==> src/rtl/cmd_regfile.sv <==
// cmd_regfile: configuration register bank fed by the command arbiter's
// address/data/strobe bus.
//
// Each stretched write strobe (sw_in for bytes, sw_in32 for words) is
// rising-edge detected, so it is taken exactly once however long it stays high.
// Byte writes land in an 8-bit register bank. Address 0x00 is the read-only ID.
// PULSE_ADDR is a self-clearing command register. Word writes land in a
// 32-bit bank.
//
// Ports:
//   clk          clock
//   reset        synchronous active-low reset
//   reset_cmd    upstream soft reset, active-high, same effect as reset
//   addr         register address, stable around a strobe
//   sw_in        8-bit write strobe (level)
//   sw_in32      32-bit write strobe (level)
//   data_in      write byte
//   data_in32    write word
//   cfg_flat     register contents, reg n at [8n+7:8n]
//   word_flat    word contents, word n at [32n+31:32n]
//   cmd_pulse    one-cycle command pulses written to PULSE_ADDR
//   rd_data      registered readback of reg[addr]
//   wr_ack       one-cycle pulse per cycle with an accepted write
//   wr_err       sticky out-of-range write flag
//   write_count  wrapping count of accepted writes
module cmd_regfile #(
  parameter int          NUM_REGS   = 16,
  parameter int          NUM_WORDS  = 4,
  parameter logic [7:0]  ID         = 8'hA5,
  parameter logic [7:0]  PULSE_ADDR = 8'h02
) (
  input  logic                    clk,
  input  logic                    reset,
  input  logic                    reset_cmd,
  input  logic [7:0]              addr,
  input  logic                    sw_in,
  input  logic                    sw_in32,
  input  logic [7:0]              data_in,
  input  logic [31:0]             data_in32,
  output logic [NUM_REGS*8-1:0]   cfg_flat,
  output logic [NUM_WORDS*32-1:0] word_flat,
  output logic [7:0]              cmd_pulse,
  output logic [7:0]              rd_data,
  output logic                    wr_ack,
  output logic                    wr_err,
  output logic [15:0]             write_count
);

  // Nine-bit bounds so NUM_REGS = 256 is representable.
  localparam logic [8:0] NREGS  = 9'(NUM_REGS);
  localparam logic [8:0] NWORDS = 9'(NUM_WORDS);

  logic        clear;
  logic        sw_prev;
  logic        sw32_prev;
  logic        byte_ev;
  logic        word_ev;
  logic [8:0]  addr_ext;
  logic        byte_in_range;
  logic        word_in_range;
  logic        is_pulse;
  logic        byte_ok;
  logic        byte_store;
  logic        byte_err;
  logic        word_ok;
  logic        word_err;
  logic [7:0]  rd_next;

  logic [7:0]  regs  [NUM_REGS];
  logic [31:0] words [NUM_WORDS];

  assign clear    = !reset || reset_cmd;
  assign addr_ext = {1'b0, addr};

  assign byte_ev = sw_in && !sw_prev;
  assign word_ev = sw_in32 && !sw32_prev;

  assign byte_in_range = addr_ext < NREGS;
  assign word_in_range = addr_ext < NWORDS;
  assign is_pulse      = addr == PULSE_ADDR;

  // The ID address and the pulse address are acknowledged but never stored,
  // so their storage slots stay zero.
  assign byte_ok    = byte_ev && (is_pulse || byte_in_range);
  assign byte_store = byte_ev && byte_in_range && !is_pulse && (addr != 8'h00);
  assign byte_err   = byte_ev && !byte_ok;
  assign word_ok    = word_ev && word_in_range;
  assign word_err   = word_ev && !word_in_range;

  // Edge-detect history resets high so a strobe that is already high when
  // clear releases is not taken as a fresh write.
  always_ff @(posedge clk) begin
    if (clear) begin
      sw_prev   <= 1'b1;
      sw32_prev <= 1'b1;
    end else begin
      sw_prev   <= sw_in;
      sw32_prev <= sw_in32;
    end
  end

  // Write stage: banks, pulse, ack, error and counter all update on the edge
  // that closes the event cycle.
  always_ff @(posedge clk) begin
    if (clear) begin
      for (int i = 0; i < NUM_REGS; i++) regs[i] <= 8'h00;
      for (int i = 0; i < NUM_WORDS; i++) words[i] <= 32'h0;
      cmd_pulse   <= 8'h00;
      wr_ack      <= 1'b0;
      wr_err      <= 1'b0;
      write_count <= 16'h0000;
    end else begin
      for (int i = 0; i < NUM_REGS; i++) begin
        if (byte_store && addr_ext == 9'(i)) regs[i] <= data_in;
      end
      for (int i = 0; i < NUM_WORDS; i++) begin
        if (word_ok && addr_ext == 9'(i)) words[i] <= data_in32;
      end
      cmd_pulse   <= (byte_ok && is_pulse) ? data_in : 8'h00;
      wr_ack      <= byte_ok || word_ok;
      if (byte_err || word_err) wr_err <= 1'b1;
      write_count <= write_count + {15'd0, byte_ok} + {15'd0, word_ok};
    end
  end

  // Readback mux. Out-of-range addresses and the pulse slot read as zero.
  always_comb begin
    rd_next = 8'h00;
    for (int i = 0; i < NUM_REGS; i++) begin
      if (addr_ext == 9'(i)) rd_next = regs[i];
    end
    if (addr == 8'h00) rd_next = ID;
  end

  // Readback stage: one cycle behind the address.
  always_ff @(posedge clk) begin
    if (clear) rd_data <= 8'h00;
    else       rd_data <= rd_next;
  end

  always_comb begin
    cfg_flat = '0;
    for (int i = 0; i < NUM_REGS; i++) cfg_flat[8*i +: 8] = regs[i];
  end

  always_comb begin
    word_flat = '0;
    for (int i = 0; i < NUM_WORDS; i++) word_flat[32*i +: 32] = words[i];
  end

endmodule

==> config.mk <==
export PLATFORM = sky130hd
export DESIGN_NAME = cmd_regfile
export DESIGN_NICKNAME = d
export VERILOG_FILES = /design/src/rtl/cmd_regfile.sv
export SDC_FILE = /design/constraint.sdc
export NUM_CORES = 1
export LEC_CHECK = 0
export CAP_MARGIN = 40
export CORE_MARGIN = 8
export CORE_UTILIZATION = 43
export CTS_CLUSTER_SIZE = 28
export DETAILED_ROUTE_END_ITERATION = 10
export GPL_TIMING_DRIVEN = 0
export PLACE_DENSITY = 0.76
export SLEW_MARGIN = 20
export SYNTH_ARGS = -nofsm -noshare
export SYNTH_HDL_FRONTEND = slang
export SYNTH_SLANG_ARGS = --single-unit
==> constraint.sdc <==
create_clock -name clk -period 5.24 [get_ports clk]
set_clock_uncertainty 0.05 [all_clocks]
set_input_delay 1.31 -clock clk [delete_from_list [all_inputs] [get_ports clk]]
set_output_delay 1.31 -clock clk [all_outputs]
set_load 0.005 [all_outputs]
==> results.toml, run 1 <==
[timing]
layout_min_cycle_time_ns = 3.98
rsz0062_at_grt = "no"
holdWs_ns = 0.447
worst_pin_slew_ns = 0.814
finalCritPeriodShare_pct = 76.0
finalWorstSetupSlack_ns = 1.26
slew_headroom_pct = 45.7
finalSetupTns_ns = 0
max_freq_ghz = 0.251
slew_viol_final = 0
setup_viol = 0
finalHoldViolCount = 0

[final_layout]
fillers = 2142
post-route-util_pct = 61.8
fin_nets = 1311
drive_gt1_share_pct = 8.76
fin_cells = 1657
area_delta_synth_final_pct = 42.9
diodes = 0

[power_and_ir_drop]
power.clock.fraction_pct = 40.0
comb_power_share_pct = 9.4
irDropWorstVdd_mv = 0.300
swShare_pct = 22.6
cellLeakagePower_nw = 6.33
p_sw_w = 0.00120
p_per_area_mw_per_mm2 = 313
p_seq_share_pct = 50.6
internal-power_w = 0.00412

[drt]
vias_per_cell = 5.40
ant_nets = 0
finalWirelength_mm = 42.4
post_drt_wl_per_cell_um = 25.6
drc_errors = 0
drt-initial-drc-count = 605
firstDrtPassIters = 5
num_vias = 8948

[min_path]
min-delay-start = "wr_err"
worstHoldPathType = "reg2reg"
hold_end = "wr_err"
hold_depth = 2

[status]
outcome = "finished clean"

[yosys]
synth_area_leader_cell = "edfxtp_1"
syn_inst = 860
synthXorXnorAreaFrac_pct = 0.882
synth.most_common_cell = "edfxtp_1"
synthesis.area_mm2 = 0.0119
muxShareOfSynthArea_pct = 3.52
synth_top_family_by_area = "simple AND/OR/NAND/NOR gates"
synth_compound_area_share_pct = 5.99
ys.flop_type = "edfxtp_1"
synth_warnings = 0
synthTopCellsByCount = "256 x edfxtp_1, 131 x and2_1, 109 x nor2_1, 49 x nand2_1, 36 x dfxtp_1"
syn_avg_cell_area_um2 = 13.9
synth_edf_count = 256
yosysSeqAreaShare_pct = 70.6
synthSimpleGateAreaFrac_pct = 15.7
synthTopCellsByArea = "edfxtp_1 65%, and2_1 6.9%, dfxtp_1 6.0%, nor2_1 3.4%, nand2_1 1.5%"
ys_seq_elements = 292
synthAdderAreaFrac_pct = 0.273
ys_async_sr_fraction_pct = 0
synth_top_area_share_pct = 64.5
yosysUniqueCellTypes = 67

[cts]
clkLatencyLatePin_ns = 0.56
cts_hold_buf = 0
cts.sinks = 292
cts_root_buf = "clkbuf_16"
clkTransAtPathRegs_ns = 0.07
cts_buffers = 30
cts_resized = 0
post_cts.repair.setup_buffers = 0
clockBufferDepth = 3
h-tree-depth = 1
cts_tree = "yes"

[worst_setup_path]
worstSetupPathType = "in2reg"
critPathMostFrequentCell = "or3_1"
crit_chain = "clkdlybuf4s50_1 > nor4_4 > nand2_2 > or3_1 > buf_6 > inv_1 > fa_1 > ha_1 > and2_1 > clkbuf_1 > nand2_1 > or3_1 > a21oi_1"
crit_fanout = 10
timing.rr.end = "write_count[8]"
cpMaxStageDelayCell = "clkdlybuf4s50_1"
regToRegStartpoint = "sw_prev"
r2r_slack_ns = 2.71
path_buf_inv = 4
cp-start-kind = "input pin"
end_kind = "flip-flop"
rr_worst_depth = 10
path_delay_family = "simple AND/OR/NAND/NOR gates"
cpPeakStageDelay_ns = 0.48
cp.required_ns = 5.68
arrival_ns = 4.42

[global_route]
grt_overflow = 0
grt_pass1_wl_mm = 61.0
gr-usage-all-layers_pct = 24.7
grt_max_degree = 26
grt_pass1_vias = 9111
grt_antenna_before_repair = 1

[floorplan]
fp.dieArea_mm2 = 0.0333
rows = 61
start_util_pct = 43.2
core_mm2 = 0.0276
die_width_um = 182
die_h_um = 182
ios = 343

[place]
hpwl_mm = 32.0
post-place-ws_ns = 0.659
port_buffers = 340
gp_congestion = 0.956
dp.cells = 1602

[run]
drv_cap = 0
## how the worst max path moves through the flow
stage             from        endpoint  slack [ns]  cells after the start
2_1_floorplan  addr[6]     words[3][0]        0.24                      5
3_3_place_gp   addr[6]    words[3][14]       -2.42                      6
3_5_place_dp   addr[6]  write_count[8]        0.66                     13
4_1_cts        addr[6]  write_count[8]        1.26                     13
5_1_grt        addr[6]  write_count[8]        1.03                     13
6_report       addr[6]  write_count[8]        1.26                     13
## area by class of cell
type / instances / area (µm²) / share of cell area (%)
well taps: 378 / 473 / 2.78
clock buffers: 43 / 861 / 5.06
flip-flops and latches: 292 / 8410 / 49.4
repair buffers: 349 / 3550 / 20.9
clock inverters: 12 / 118 / 0.691
plain buffers: 45 / 298 / 1.75
multi-input cells: 522 / 3250 / 19.1
inverters: 16 / 60.1 / 0.353
## layer usage
metal | wire, µm | part of all wire, % | global-route usage [%] | up-vias
met5 | 83 | 0.20 | 1.38 | -
met4 | 1520 | 3.6 | 8.36 | 4
met3 | 5280 | 12 | 8.63 | 88
met2 | 20400 | 48 | 41.9 | 575
met1 | 15100 | 36 | 28.6 | 4377
li1 | - | - | - | 3904
## through the flow
stage | cell area, µm² | total power [W]
3_3_place_gp | 15800 | 0.00323
2_1_floorplan | 12000 | 0.00286
5_1_grt | 17000 | 0.00546
3_5_place_dp | 16000 | 0.00324
4_1_cts | 17000 | 0.00534
6_report | 17000 | 0.00533
## registers in the layout, summed over array words and instances, names as in the netlist
| name | flops |
|---|---|
| regs | 128 |
| sw_prev | 1 |
| cmd_pulse | 8 |
| wr_err | 1 |
| write_count | 16 |
| rd_data | 8 |
| sw32_prev | 1 |
| wr_ack | 1 |
| words | 128 |
## power groups by stage
stage	sequential (W)	clock (W)	combinational, W
final	0.00269	0.00213	0.000502
after floorplan	0.00273	0	0.000127
after global placement	0.00275	0	0.000482
after global routing	0.00270	0.00223	0.000530
after CTS	0.00269	0.00214	0.000505
after detailed placement	0.00274	0	0.000503
## worst min-delay path, stage by stage, from the launching register on
cell and delay [ns]:
dfxtp_1 0.34, a21oi_1 0.05, nor2_1 0.08
## placed cells by master (no fill, tap or decap), types with 5 or more instances in the layout
cell | netlist | layout
mux2_2 | 7 | 7
nand2_1 | 49 | 49
o22ai_1 | 8 | 8
nor3_1 | 9 | 9
a211oi_1 | 6 | 6
mux4_2 | 8 | 8
nor2_1 | 109 | 109
nor2b_1 | 6 | 6
buf_4 | 2 | 7
clkbuf_16 | 0 | 31
mux2i_1 | 16 | 16
a21oi_1 | 14 | 14
buf_6 | 14 | 14
nor3_4 | 5 | 5
dfxtp_1 | 36 | 36
o21ai_1 | 1 | 5
nand3_1 | 15 | 15
edfxtp_1 | 256 | 256
nand2b_1 | 9 | 9
clkbuf_1 | 15 | 22
o21ai_0 | 31 | 23
inv_1 | 14 | 14
clkinv_1 | 1 | 5
clkdlybuf4s50_1 | 0 | 340
xor2_1 | 9 | 9
conb_1 | 1 | 16
a22oi_1 | 6 | 6
and2_1 | 131 | 131
buf_2 | 12 | 12
## cells by family (layout without fill, tap and decap cells)
| family | Yosys count | count (layout) |
|---|---|---|
| DFF | 292 | 292 |
| xor gates and xnor gates | 12 | 12 |
| adders and majority gates | 2 | 2 |
| other | 1 | 16 |
| buffers and inverters | 61 | 465 |
| and+or+nand+nor | 354 | 354 |
| AOI/OAI and AO/OA | 107 | 107 |
| muxes | 31 | 31 |
(Power assumes the default switching activity.)
==> inputs of run 2 (changes only) <==
CORE_UTILIZATION = 45   (was 43)
clock period = 4 ns   (was 5.24 ns; I/O delays follow)
==> run 2 against run 1 <==
Utilization rose by 3.0 points. Global-route usage increased by 0.27 points. Critical path depth stayed put. Die area shrank 4.1%. Register-to-register slack worse by 1.2 ns. Critical endpoint unchanged. Largest cell class unchanged.
==> results.toml, run 2 (same netlist as run 1, synthesis figures left out) <==
[status]
outcome = "finished clean"

[drt]
post_drt_wl_per_cell_um = 25.5
num_vias = 8844
drc_errors = 0
routed-wl-met3_mm = 5.78
ant_nets = 0
vias_per_cell = 5.49
finalWirelength_mm = 41.1
drt-initial-drc-count = 808
route.met2.wl_mm = 19.6
wirelength_met1_mm = 14.5
routed.top_layer = "met4"
firstDrtPassIters = 5

[timing]
max_freq_ghz = 0.273
finalHoldViolCount = 0
rsz0062_at_grt = "no"
worst_pin_slew_ns = 0.818
slew_headroom_pct = 45.5
layout_min_cycle_time_ns = 3.66
slew_viol_final = 0
setup_viol = 0
finalCritPeriodShare_pct = 91.5

[floorplan]
rows = 59
die_h_um = 179
start_util_pct = 45.7
ios = 343
die_width_um = 179
core_mm2 = 0.0261
fp.dieArea_mm2 = 0.0319

[worst_setup_path]
r2r_slack_ns = 1.49
worstSetupPathType = "in2reg"
rr_worst_depth = 10
cp-start-kind = "input pin"
cpMaxStageDelayCell = "clkdlybuf4s50_1"
crit_fanout = 10
cp.required_ns = 4.43
crit_chain = "clkdlybuf4s50_1 > nor2_1 > nand2_2 > or3_1 > buf_6 > inv_1 > fa_1 > ha_1 > and2_1 > clkbuf_1 > nand2_1 > or3_1 > a21oi_1"
critPathMostFrequentCell = "or3_1"
end_kind = "flip-flop"
regToRegStartpoint = "sw32_prev"
cpPeakStageDelay_ns = 0.52
arrival_ns = 4.09
timing.rr.end = "write_count[8]"

[global_route]
grt_pass1_vias = 8909
grt_overflow = 0
grt_antenna_before_repair = 0
grt_pass1_wl_mm = 58.9
gr-usage-all-layers_pct = 24.9
grt_max_degree = 22

[min_path]
min-delay-start = "wr_err"
hold_end = "wr_err"
hold_depth = 2
worstHoldPathType = "reg2reg"

[cts]
cts_tree = "yes"
cts_buffers = 29
clkLatencyLatePin_ns = 0.55
cts_resized = 0
h-tree-depth = 1
cts.sinks = 292
cts_hold_buf = 0
clkTransAtPathRegs_ns = 0.06
cts_root_buf = "clkbuf_16"
clockBufferDepth = 3
post_cts.repair.setup_buffers = 0

[run]
drv_cap = 0

[final_layout]
fin_nets = 1311
drive_gt1_share_pct = 8.86
area_delta_synth_final_pct = 41.8
diodes = 0
post-route-util_pct = 64.8
fin_cells = 1611
largestRegisters = "regs x128, words x128, write_count x16"
layout_common_cells = "340 x clkdlybuf4s50_1, 256 x edfxtp_1, 131 x and2_1, 109 x nor2_1, 49 x nand2_1"
final_common_cell = "clkdlybuf4s50_1"

[power_and_ir_drop]
p_per_area_mw_per_mm2 = 398
cellLeakagePower_nw = 6.30
irDropWorstVdd_mv = 0.459

[place]
hpwl_mm = 31.3
gp_congestion = 0.946
port_buffers = 340
dp.cells = 1559
[run 2: cell types whose count changed in the layout (fill, tap and decap cells not counted)]
cell,change
clkinv_4,-1
clkbuf_1,-3
bufinv_16,-2
clkinv_2,+3
clkbuf_4,+3
clkinvlp_4,-1
clkbuf_16,-2
buf_16,+1
clkinv_1,-1
[run 2: layout make-up]
type / instances / area (µm²)
clock buffers: 41 / 822
flip-flops and latches: 292 / 8410
fillers: 1915 / 9170
plain buffers: 45 / 298
clock inverters: 10 / 52.6
well taps: 335 / 419
inverters: 16 / 60.1
repair buffers: 350 / 3580
multi-input cells: 522 / 3250
[run 2: worst max-delay path, delay by kind of cell]
kind / cells / cell delay (ns)
AO/OA/AOI/OAI: 1 / 0.13
adder cells (fa/ha/maj): 2 / 0.45
buffers and inverters: 4 / 1.11
AND/OR/NAND/NOR: 6 / 1.40
[run 2: worst max-delay path by stage]
stage	to	start	cells after the start	slack, ns
6_report	write_count[8]	addr[2]	13	0.34
5_1_grt	write_count[8]	addr[2]	13	0.15
4_1_cts	write_count[8]	addr[6]	13	0.33
3_5_place_dp	write_count[8]	addr[6]	13	-0.24
3_3_place_gp	words[1][25]	addr[6]	6	-3.08
2_1_floorplan	words[3][0]	addr[6]	5	-0.69
[run 2: through the flow]
step | setup TNS (ns) | total power, W | setup slack [ns] | instance area, µm² | hold WS [ns]
floorplan | -87.92 | 0.00375 | -0.687 | 12000 | 0.410
global placement | -393.22 | 0.00423 | -3.08 | 15800 | 0.414
detailed placement | -0.638 | 0.00425 | -0.244 | 16000 | 0.421
CTS | 0 | 0.00675 | 0.326 | 16900 | 0.437
global route | 0 | 0.00690 | 0.148 | 16900 | 0.477
finish | 0 | 0.00672 | 0.338 | 16900 | 0.435
[run 2: per-layer routing]
layer / GRT usage, % / vias up
met5: 0 / -
met4: 7.13 / 0
met3: 9.29 / 78
met2: 42.3 / 608
met1: 29.2 / 4267
li1: - / 3891
[run 2: report_power, final]
part	total, W	switching [W]	leakage [nW]	internal, W
Combinational	0.000666	0.000327	2.75	0.000339
Sequential	0.00352	0.0000760	3.12	0.00345
Clock	0.00254	0.00111	0.434	0.00142
Total	0.00672	0.00152	6.30	0.00521
==> inputs of run 3 (changes only) <==
CELL_PAD_IN_SITES_DETAIL_PLACEMENT = 0   (was default)
CELL_PAD_IN_SITES_GLOBAL_PLACEMENT = 1   (was default)
CORE_ASPECT_RATIO = 1.4   (was default)
CORE_UTILIZATION = 38   (was 45)
PLACE_DENSITY = default   (was 0.76)
PLACE_DENSITY_LB_ADDON = 0.1   (was default)
==> run 3 against run 2 <==
Fmax is 0.86% lower. Largest cell class unchanged. Flip-flop and latch count stayed put. Critical path depth is 1 lower. Cell count is 3.5% higher. Critical path type unchanged.
==> results.toml, run 3 (same netlist as run 1, synthesis figures left out) <==
[cts]
cts_root_buf = "clkbuf_16"
post_cts.repair.setup_buffers = 0
cts_hold_buf = 0
clkTransAtPathRegs_ns = 0.06
cts_tree = "yes"
cts_buffers = 29
clkLatencyLatePin_ns = 0.56
cts.sinks = 292
cts_resized = 0
clockBufferDepth = 3
h-tree-depth = 1

[worst_setup_path]
timing.rr.end = "write_count[8]"
r2r_slack_ns = 1.46
end_kind = "flip-flop"
cp-start-kind = "input pin"
arrival_ns = 4.12
worstSetupPathType = "in2reg"
rr_worst_depth = 10
regToRegStartpoint = "sw_prev"
startpoint = "addr[6]"
crit_fanout = 10
cp.required_ns = 4.43
setup.worst_path.end = "write_count[8]"

[timing]
slew_headroom_pct = 46.0
worst_pin_slew_ns = 0.801
finalCritPeriodShare_pct = 92.3
slew_viol_final = 0
layout_min_cycle_time_ns = 3.69
setup_viol = 0
rsz0062_at_grt = "no"
finalHoldViolCount = 0
max_freq_ghz = 0.271

[place]
port_buffers = 340
hpwl_mm = 32.1
gp_congestion = 0.953

[global_route]
grt_overflow = 0
grt_antenna_before_repair = 0
grt_pass1_vias = 9059
grt_pass1_wl_mm = 61.0
gr-usage-all-layers_pct = 21.7
grt_max_degree = 26

[run]
drv_cap = 0

[floorplan]
ios = 343
die_h_um = 225
rows = 76
fp.dieArea_mm2 = 0.0374
core_mm2 = 0.0308
die_width_um = 166
start_util_pct = 38.7

[power_and_ir_drop]
p_seq_share_pct = 49.4
internal-power_w = 0.00554
p_sw_w = 0.00158
p_per_area_mw_per_mm2 = 417
power.clock.fraction_pct = 41.4
comb_power_share_pct = 9.1
swShare_pct = 22.2
irDropWorstVdd_mv = 0.359
cellLeakagePower_nw = 6.36
fin_total_pwr_w = 0.00712

[final_layout]
post-route-util_pct = 55.5
area_delta_synth_final_pct = 43.5
fillers = 2686
fin_nets = 1311
diodes = 0
drive_gt1_share_pct = 9.23
final_common_cell = "clkdlybuf4s50_1"
layout_common_cells = "340 x clkdlybuf4s50_1, 256 x edfxtp_1, 131 x and2_1, 109 x nor2_1, 49 x nand2_1"
largestRegisters = "regs x128, words x128, write_count x16"

[drt]
ant_nets = 0
drc_errors = 0
finalWirelength_mm = 42.0
post_drt_wl_per_cell_um = 25.2
num_vias = 8644
drt-initial-drc-count = 574
firstDrtPassIters = 5
vias_per_cell = 5.18

[min_path]
worstHoldPathType = "reg2reg"

[status]
outcome = "finished clean"
==> run 3: cell types whose count changed in the layout (fill, tap and decap cells not counted) <==
cell	delta
bufinv_16	+6
clkbuf_1	-3
clkbuf_4	-3
clkinv_4	+3
buf_16	-2
buf_8	+2
clkbuf_8	-2
clkinvlp_4	+1
==> run 3: worst max-delay path: stages <==
cell,delay (ns)
clkdlybuf4s50_1,0.46
nor4_4,0.40
buf_2,0.32
nand2b_1,0.26
inv_2,0.27
fa_1,0.27
ha_1,0.19
and2_1,0.12
clkbuf_1,0.26
nand2_1,0.10
or3_1,0.31
a21oi_1,0.14
==> run 3: how the worst min path moves through the flow <==
stage	start	to	cells past startpoint
2_1_floorplan	wr_err	wr_err	2
3_3_place_gp	wr_err	wr_err	2
3_5_place_dp	wr_err	wr_err	2
4_1_cts	wr_err	wr_err	2
5_1_grt	wr_err	wr_err	2
6_report	wr_err	wr_err	2
==> run 3: per-layer routing <==
layer / part of all wire (%) / wire, µm / up-vias / GRT usage, %
met1: 36 / 15100 / 4220 / 23.4
met3: 7.7 / 3220 / 68 / 5.18
met5: 0 / 0 / - / 0
met2: 53 / 22300 / 458 / 40.4
li1: - / - / 3898 / -
met4: 3.2 / 1360 / 0 / 7.81
==> run 3: through the flow <==
stage / area, µm² / setup slack, ns / hold WS [ns] / setup TNS (ns) / instances
after detailed placement: 16100 / -0.255 / 0.420 / -1.15 / 1615
final: 17100 / 0.307 / 0.429 / 0 / 1668
after floorplan: 12000 / -0.687 / 0.410 / -87.92 / 875
after CTS: 17100 / 0.324 / 0.436 / 0 / 1668
after global placement: 15900 / -3.29 / 0.413 / -431.22 / 1605
after global routing: 17100 / 0.126 / 0.463 / 0 / 1668
==> run 3: final cells by class <==
| type | count | area [µm²] | area share [%] |
|---|---|---|---|
| Sequential cell | 292 | 8410 | 49.2 |
| Timing Repair Buffer | 350 | 3550 | 20.8 |
| Multi-Input combinational cell | 522 | 3250 | 19.0 |
| Clock buffer | 33 | 761 | 4.45 |
| Tap cell | 390 | 488 | 2.86 |
| Buffer | 45 | 298 | 1.74 |
| Clock inverter | 20 | 267 | 1.56 |
| Inverter | 16 | 60.1 | 0.351 |
==> run 3: power groups by stage <==
stage / logic [W] / registers, W / clock network, W
finish: 0.000651 / 0.00352 / 0.00295
global route: 0.000687 / 0.00353 / 0.00309
CTS: 0.000660 / 0.00352 / 0.00300
detailed placement: 0.000658 / 0.00359 / 0
global placement: 0.000632 / 0.00360 / 0
floorplan: 0.000166 / 0.00358 / 0
